`config.mk`:
```
export PLATFORM = sky130hd
export DESIGN_NAME = program_sequencer_flat
export DESIGN_NICKNAME = d
export VERILOG_FILES = /design/src/rtl/program_sequencer_if.sv /design/src/rtl/program_sequencer.sv /design/src/flat_wrapper.sv
export SDC_FILE = /design/constraint.sdc
export NUM_CORES = 1
export LEC_CHECK = 0
export CAP_MARGIN = 20
export CORE_MARGIN = 1.5
export CORE_UTILIZATION = 45
export DETAILED_ROUTE_END_ITERATION = 8
export PLACE_DENSITY_LB_ADDON = 0.15
export SYNTH_ARGS = -nofsm -noshare
export SYNTH_HDL_FRONTEND = slang
export SYNTH_SLANG_ARGS = --single-unit
```
`constraint.sdc`:
```
create_clock -name clk -period 2.2 [get_ports clk]
set_input_delay 0.66 -clock clk [delete_from_list [all_inputs] [get_ports clk]]
set_output_delay 0.66 -clock clk [all_outputs]
set_load 0.005 [all_outputs]
```
`src/rtl/program_sequencer_if.sv`:
```
// Bus between the program sequencer and its memories/ALU.
interface program_sequencer_if;
  logic        start;
  logic [11:0] inst_read;
  logic        exec_done;
  logic [4:0]  inst_address;
  logic        load_instrs;
  logic [2:0]  address_select;
  logic        nEnable;
  logic        ReadWrite;
  logic [2:0]  opcode;
  logic        cap_a;
  logic        cap_b;
  logic        alu_start;
  logic        alu_drive;
  logic        busy;
  logic        done;

  modport master (
    input  start, inst_read, exec_done,
    output inst_address, load_instrs, address_select, nEnable, ReadWrite,
           opcode, cap_a, cap_b, alu_start, alu_drive, busy, done
  );

  modport slave (
    output start, inst_read, exec_done,
    input  inst_address, load_instrs, address_select, nEnable, ReadWrite,
           opcode, cap_a, cap_b, alu_start, alu_drive, busy, done
  );
endinterface

```
`src/rtl/program_sequencer.sv`:
```
// Fetches packed instructions, reads two operands, launches the ALU and writes back.
// Outputs are decoded from the state register or come straight from flops.
module program_sequencer #(
  parameter logic [2:0] PROG_ADDR = 3'd2,
  parameter logic [4:0] LAST_PC   = 5'd20
) (
  input  logic                 clk,
  input  logic                 Reset,
  program_sequencer_if.master  bus
);

  typedef enum logic [3:0] {
    S_IDLE, S_LOAD, S_FETCH, S_DECODE, S_READ_A, S_READ_B, S_EXEC, S_WRITE, S_DONE
  } state_t;

  state_t      state, nxt;
  logic [4:0]  pc;
  logic [11:0] ir;
  logic [2:0]  opcode_q;
  logic        alu_start_q;

  always_ff @(posedge clk) begin
    if (Reset) state <= S_IDLE;
    else       state <= nxt;
  end

  always_comb begin
    nxt = state;
    case (state)
      S_IDLE, S_DONE: if (bus.start) nxt = S_LOAD;
      S_LOAD:   nxt = S_FETCH;
      S_FETCH:  nxt = S_DECODE;
      S_DECODE: nxt = (bus.inst_read[11:9] == 3'b111) ? S_DONE : S_READ_A;
      S_READ_A: nxt = S_READ_B;
      S_READ_B: nxt = S_EXEC;
      S_EXEC:   if (bus.exec_done) nxt = S_WRITE;
      S_WRITE:  nxt = (pc == LAST_PC) ? S_DONE : S_FETCH;
      default:  nxt = S_IDLE;
    endcase
  end

  // alu_start is a flop set on the READ_B->EXEC edge, so it only covers the first EXEC cycle.
  always_ff @(posedge clk) begin
    if (Reset) begin
      pc          <= '0;
      ir          <= '0;
      opcode_q    <= '0;
      alu_start_q <= 1'b0;
    end else begin
      alu_start_q <= (state == S_READ_B);
      case (state)
        S_LOAD:   pc <= '0;
        S_DECODE: begin
          ir       <= bus.inst_read;
          opcode_q <= bus.inst_read[11:9];
        end
        S_WRITE:  if (pc != LAST_PC) pc <= pc + 5'd1;
        default:  ;
      endcase
    end
  end

  always_comb begin
    bus.inst_address   = pc;
    bus.opcode         = opcode_q;
    bus.alu_start      = alu_start_q;
    bus.address_select = 3'd0;
    bus.nEnable        = 1'b1;
    bus.ReadWrite      = 1'b1;
    bus.load_instrs    = 1'b0;
    bus.cap_a          = 1'b0;
    bus.cap_b          = 1'b0;
    bus.alu_drive      = 1'b0;
    bus.busy           = 1'b0;
    bus.done           = 1'b0;
    case (state)
      S_LOAD: begin
        bus.address_select = PROG_ADDR;
        bus.nEnable        = 1'b0;
        bus.load_instrs    = 1'b1;
        bus.busy           = 1'b1;
      end
      S_FETCH, S_DECODE, S_EXEC: bus.busy = 1'b1;
      S_READ_A: begin
        bus.address_select = ir[8:6];
        bus.nEnable        = 1'b0;
        bus.cap_a          = 1'b1;
        bus.busy           = 1'b1;
      end
      S_READ_B: begin
        bus.address_select = ir[5:3];
        bus.nEnable        = 1'b0;
        bus.cap_b          = 1'b1;
        bus.busy           = 1'b1;
      end
      S_WRITE: begin
        bus.address_select = ir[2:0];
        bus.nEnable        = 1'b0;
        bus.ReadWrite      = 1'b0;
        bus.alu_drive      = 1'b1;
        bus.busy           = 1'b1;
      end
      S_DONE:  bus.done = 1'b1;
      default: ;
    endcase
  end

endmodule

```
`src/flat_wrapper.sv`:
```
// flat-port wrapper written by rule: the top's interface ports become plain ports
module program_sequencer_flat 
#(
  parameter logic [2:0] PROG_ADDR = 3'd2,
  parameter logic [4:0] LAST_PC   = 5'd20
)
  (clk, Reset, bus_start, bus_inst_read, bus_exec_done, bus_inst_address, bus_load_instrs, bus_address_select, bus_nEnable, bus_ReadWrite, bus_opcode, bus_cap_a, bus_cap_b, bus_alu_start, bus_alu_drive, bus_busy, bus_done);
  program_sequencer_if bus_i ();
  input  logic clk;
  input  logic Reset;
  input wire logic [$bits(bus_i.start)-1:0] bus_start;
  input wire logic [$bits(bus_i.inst_read)-1:0] bus_inst_read;
  input wire logic [$bits(bus_i.exec_done)-1:0] bus_exec_done;
  output wire logic [$bits(bus_i.inst_address)-1:0] bus_inst_address;
  output wire logic [$bits(bus_i.load_instrs)-1:0] bus_load_instrs;
  output wire logic [$bits(bus_i.address_select)-1:0] bus_address_select;
  output wire logic [$bits(bus_i.nEnable)-1:0] bus_nEnable;
  output wire logic [$bits(bus_i.ReadWrite)-1:0] bus_ReadWrite;
  output wire logic [$bits(bus_i.opcode)-1:0] bus_opcode;
  output wire logic [$bits(bus_i.cap_a)-1:0] bus_cap_a;
  output wire logic [$bits(bus_i.cap_b)-1:0] bus_cap_b;
  output wire logic [$bits(bus_i.alu_start)-1:0] bus_alu_start;
  output wire logic [$bits(bus_i.alu_drive)-1:0] bus_alu_drive;
  output wire logic [$bits(bus_i.busy)-1:0] bus_busy;
  output wire logic [$bits(bus_i.done)-1:0] bus_done;
  assign bus_i.start = bus_start;
  assign bus_i.inst_read = bus_inst_read;
  assign bus_i.exec_done = bus_exec_done;
  assign bus_inst_address = bus_i.inst_address;
  assign bus_load_instrs = bus_i.load_instrs;
  assign bus_address_select = bus_i.address_select;
  assign bus_nEnable = bus_i.nEnable;
  assign bus_ReadWrite = bus_i.ReadWrite;
  assign bus_opcode = bus_i.opcode;
  assign bus_cap_a = bus_i.cap_a;
  assign bus_cap_b = bus_i.cap_b;
  assign bus_alu_start = bus_i.alu_start;
  assign bus_alu_drive = bus_i.alu_drive;
  assign bus_busy = bus_i.busy;
  assign bus_done = bus_i.done;
  program_sequencer #(.PROG_ADDR(PROG_ADDR), .LAST_PC(LAST_PC)) u_core (.clk(clk), .Reset(Reset), .bus(bus_i));
endmodule
```
* Yosys cells after proc, flatten, opt, wreduce, memory -nomap -nowiden
Cells that the tools add are included.
** Storage, ports and cells
- Bits in registers :: 22
- Input bits :: 16
- Output and inout bits :: 20
** Operators by class
- $add $sub $neg :: 1
- Eq/ne operators :: 14
- Mux-type cells :: 16
- Reductions and logical operators :: 7
** Operator list (number)
- 4-bit one-hot mux with 8 select lines :: 1
- 4-bit by 3-bit equality test with 1-bit output (second input constant) :: 4
- 4-bit two-way mux :: 4
- 3-bit one-hot mux with 4 select lines :: 1
- 5-bit one-hot mux with 2 select lines :: 1
- 4-bit by 2-bit equality test with 1-bit output (second input constant) :: 2
- 1-bit two-way mux :: 8
- 7-bit OR reduction :: 1
- 5-bit by 1-bit adder with 5-bit output (second input constant) :: 1
- 5-bit equality test (second input constant) :: 1
- 5-bit two-way mux :: 1
- 5-bit inequality test (second input constant) :: 1
- 4-bit by 1-bit equality test with 1-bit output (second input constant) :: 1
- 4-bit equality test (second input constant) :: 1
- 4-bit zero test :: 1
- 2-bit inequality test (second input constant) :: 2
- 2-bit AND reduction :: 2
- 4-bit OR reduction :: 1
- 3-bit equality test (second input constant) :: 1
- 2-bit by 1-bit inequality test with 1-bit output (second input constant) :: 1
- 2-bit nonzero test :: 1
- 2-bit OR reduction :: 1

* Depth between registers and ports, before layout
- Depth after elaboration :: 4
- Depth in mapped cells :: 6

* Worst setup path after synthesis
Ideal clock, no wire load.
- Path type :: flip-flop to output port
- Start point :: register u_core.state[1]
- End point :: output port bus_address_select[0]
- Arrival time :: 1.223 ns
- Setup slack :: 0.317 ns
- Stages on the path, launching flop included :: 6
- Path buffers :: 2
- Cell sequence :: dfxtp_1 > buf_4 > clkbuf_1 > mux2_2 > a22oi_1 > nor2_1
** Between the ends
- Word-level cells in the longest chain between the ends :: 2
** Ends and longest elaborated chain
- start, declared :: RTL line program_sequencer.sv:16 : state_t state, nxt;
- start signal, assigned :: RTL line program_sequencer.sv:24 : else state <= nxt;
- 4-bit by 3-bit equality test with 1-bit output or 4-bit by 1-bit equality test with 1-bit output (tied branches) :: RTL line program_sequencer.sv:76 : case (state)
- 3-bit one-hot mux with 4 select lines * :: RTL line program_sequencer.sv:76
- end, declared :: RTL line flat_wrapper.sv:16 : output wire logic [$bits(bus_i.address_select)-1:0] bus_address_select;
Mark *: on every way between the ends. The rest lies on a longest branch, timed or not.

* Worst setup path in the final report
- Start point :: register u_core.state[1]
- End point :: output port bus_address_select[2]
The elaborated chain is that of the path after synthesis.

==> results.cfg <==
[sta]
max_freq_mhz = 432
final_max_slew_viol_count = 0
layout_min_cycle_time_ns = 2.31
setup_slack_ns = -0.113
fin_skew_ns = 0.00618
whs_ns = 0.461
finalSetupViolations = 2
min_period_over_period = 1.05
slew_headroom = 0.679
hold_viol = 0
finalSetupTns_ns = -0.158
worstMarginPinSlew_ns = 0.479
rsz0062_at_grt = true

[power_and_ir_drop]
p_leak_nw = 0.688
swShare = 0.261
p_clk_frac = 0.273
finalPower_uw = 840
max-vdd-ir-drop_mv = 0.408
p_sw_uw = 219
p_int_uw = 621
pwr-share-seq = 0.496
p_per_area_nw_per_um2 = 493
p_comb_frac = 0.231

[clocking]
path_clk_slew_ns = 0.12
cts_buffer_depth = 2
htree_levels = 1
cts_tree = done
clock_latency_ns = 0.31
cts_made_buffers = 3
clockRootBuffer = clkbuf_4
cts_sinks = 22
postCtsHoldBufs = 0

[hold_path]
holdPathStages = 2
hold_class = flop to flop
hold_path.startpoint = u_core.ir[1]$_SDFFE_PP0N_

[logic_synthesis]
synth_fa_ha_area_frac = 0.0229
syn_nets = 154
synthSimpleGateAreaFrac = 0.294
async_flop_share = 0
yosysWarnings = 0
synth_compound_area_frac = 0.181
synthFlopType = dfxtp_1
post_synth_xor_area_fraction = 0
synth.ff_latch_count = 22
muxShareOfSynthArea = 0.0298
syn_area_um2 = 1090
synth_top_family_by_area = simple AND/OR/NAND/NOR gates
ys_types = 37
synth-edff-count = 0
yosysSeqAreaShare = 0.404
postSynthCellCount = 136
syn_area_per_cell_um2 = 8.02

[floorplanning]
start_util = 0.484
boundaryPins = 36
rows = 17
die-area_um2 = 2730
core_area_um2 = 2250
die_h_um = 52.2
die_x_um = 52.2

[critical_path]
ff2ff_setup_slack_ns = 0.24
path_depth = 7
crit_path_start_kind = flop
arrival_ns = 1.65
worstPathCellList = buf_6 > buf_6 > buf_6 > mux2_4 > a22oi_2 > nor2_1 > buf_2
required_ns = 1.54
crit_path_frequent_cell = buf_6
crit_family = buffers and inverters
critPathCaptureType = output port
rr_worst_depth = 9
r2r-end = u_core.bus.inst_address[3]$_SDFFE_PP0P_
cpMaxStageDelayCell = dfxtp_2
cpPeakStageDelay_ns = 0.36
startpoint = u_core.state[1]$_SDFFE_PP0P_
crit_buf_inv = 4
criticalPathCategory = flop to output port
endpoint = bus_address_select[2]
cp_max_fo = 3
rr_startpoint = u_core.state[1]$_SDFFE_PP0P_

[global_route]
grt_max_degree = 18
grt_pass1_vias = 1136
antenna_found_initial = 0
grt_pass1_wl_um = 4980
grt_overflow = 0
grt_use_total = 0.246

[route]
drt-pass1-iter-count = 4
via_count = 1193
wl_per_cell_um = 14.2
avgViaCountPerCell = 5.52
drtIter0Drc = 18
drcViolationCount = 0
wl_um = 3070
ant_nets = 0

[outcome]
violations = setup timing
outcome = complete, but fails checks

[cells_and_area]
area_growth_pct = 56.2
diodes = 0
postLayoutCoreUtil = 0.756
drive_gt1_frac = 0.282
nNetsFinal = 207
stdcell_count = 216

[job]
maxCapViolations = 0

[place]
place_congestion = 0.755
port_buffers = 35
place_inst = 201
hpwl_um = 1910
-- cell families (layout without fill, tap and decap cells) --
kind of cell | after synthesis | count (layout)
flip-flops | 22 | 22
adder cells (fa/ha/maj) | 2 | 2
AND/OR/NAND/NOR | 59 | 59
multiplexers | 3 | 3
buffers and inverters | 18 | 70
AO/OA/AOI/OAI | 32 | 32
-- metrics by stage --
step	worst slack (ns)	area [µm²]
after CTS	-0.209	1660
final	-0.113	1700
after global placement	-0.0139	1520
after detailed placement	-0.0259	1520
after floorplan	0.317	1090
after global routing	-0.150	1700
-- cells in the final DEF (no fill, tap or decap), types with 3 or more instances in the layout --
cell type	Yosys	final
inv_1	7	6
nand2_1	26	26
dfxtp_2	0	3
a21oi_1	17	17
clkbuf_2	0	3
dfxtp_1	22	19
buf_4	2	17
clkbuf_4	0	3
buf_2	0	3
dlygate4sd2_1	0	3
nor2_1	6	5
buf_6	0	6
nand3_1	4	4
clkdlybuf4s50_1	0	24
-- what timing repair did --
item / CTS / global route
endpoints found under the hold margin: 0 / 0
setup endpoints to repair: 11 / 6
cloned: 1 / 0
gates resized for setup: 39 / 15
buffers inserted: 6 / 4
pin swaps: 4 / 2
-- power by group through the flow --
stage / sequential, mW / combinational [mW] / clock [mW]
after floorplan: 0.423 / 0.0647 / 0
after global placement: 0.422 / 0.149 / 0
final: 0.417 / 0.194 / 0.229
after global routing: 0.418 / 0.210 / 0.248
after detailed placement: 0.423 / 0.152 / 0
after CTS: 0.416 / 0.178 / 0.236
-- area by class of cell --
cell class	count	area [µm²]
Clock buffer	4	36.3
Fill cell	176	551
Inverter	8	30.0
Multi-Input combinational cell	96	639
Sequential cell	22	444
Tap cell	28	35.0
Timing Repair Buffer	58	519
-- synth_stat cells, drive strengths merged (3+ instances only) --
cell type / count / share of area
a21oi: 17 / 0.078
nand2: 26 / 0.089
inv: 8 / 0.028
a211oi: 3 / 0.025
clkbuf: 6 / 0.021
nor2: 6 / 0.021
dfxtp: 22 / 0.40
buf: 4 / 0.021
o21ai: 4 / 0.018
nand3: 4 / 0.018
-- worst min-delay path, stage by stage (launching register included) --
cell and delay, ns:
dfxtp_1 0.33, nand2_1 0.05, a21oi_1 0.05
-- sequential cells by signal (all words and copies together), names as in the netlist --
register,cells
u_core.bus.alu_start,1
u_core.bus.opcode,3
u_core.ir,9
u_core.state,4
u_core.bus.inst_address,5
-- worst min-delay path by stage --
stage	endpoint	slack, ns
3_3_place_gp	u_core.ir[7]$_SDFFE_PP0N_	0.44
2_1_floorplan	u_core.ir[7]$_SDFFE_PP0N_	0.43
5_1_grt	u_core.ir[0]$_SDFFE_PP0N_	0.49
4_1_cts	u_core.ir[7]$_SDFFE_PP0N_	0.46
3_5_place_dp	u_core.ir[7]$_SDFFE_PP0N_	0.45
6_report	u_core.ir[1]$_SDFFE_PP0N_	0.46
-- metal layers --
metal,GRT usage,part of all wire,vias to the layer above
met2,0.437,0.51,36
met3,0.0371,0.045,8
met5,0,0,-
met1,0.288,0.42,566
met4,0.115,0.021,0
li1,-,-,583
(Power assumes the default switching activity.)
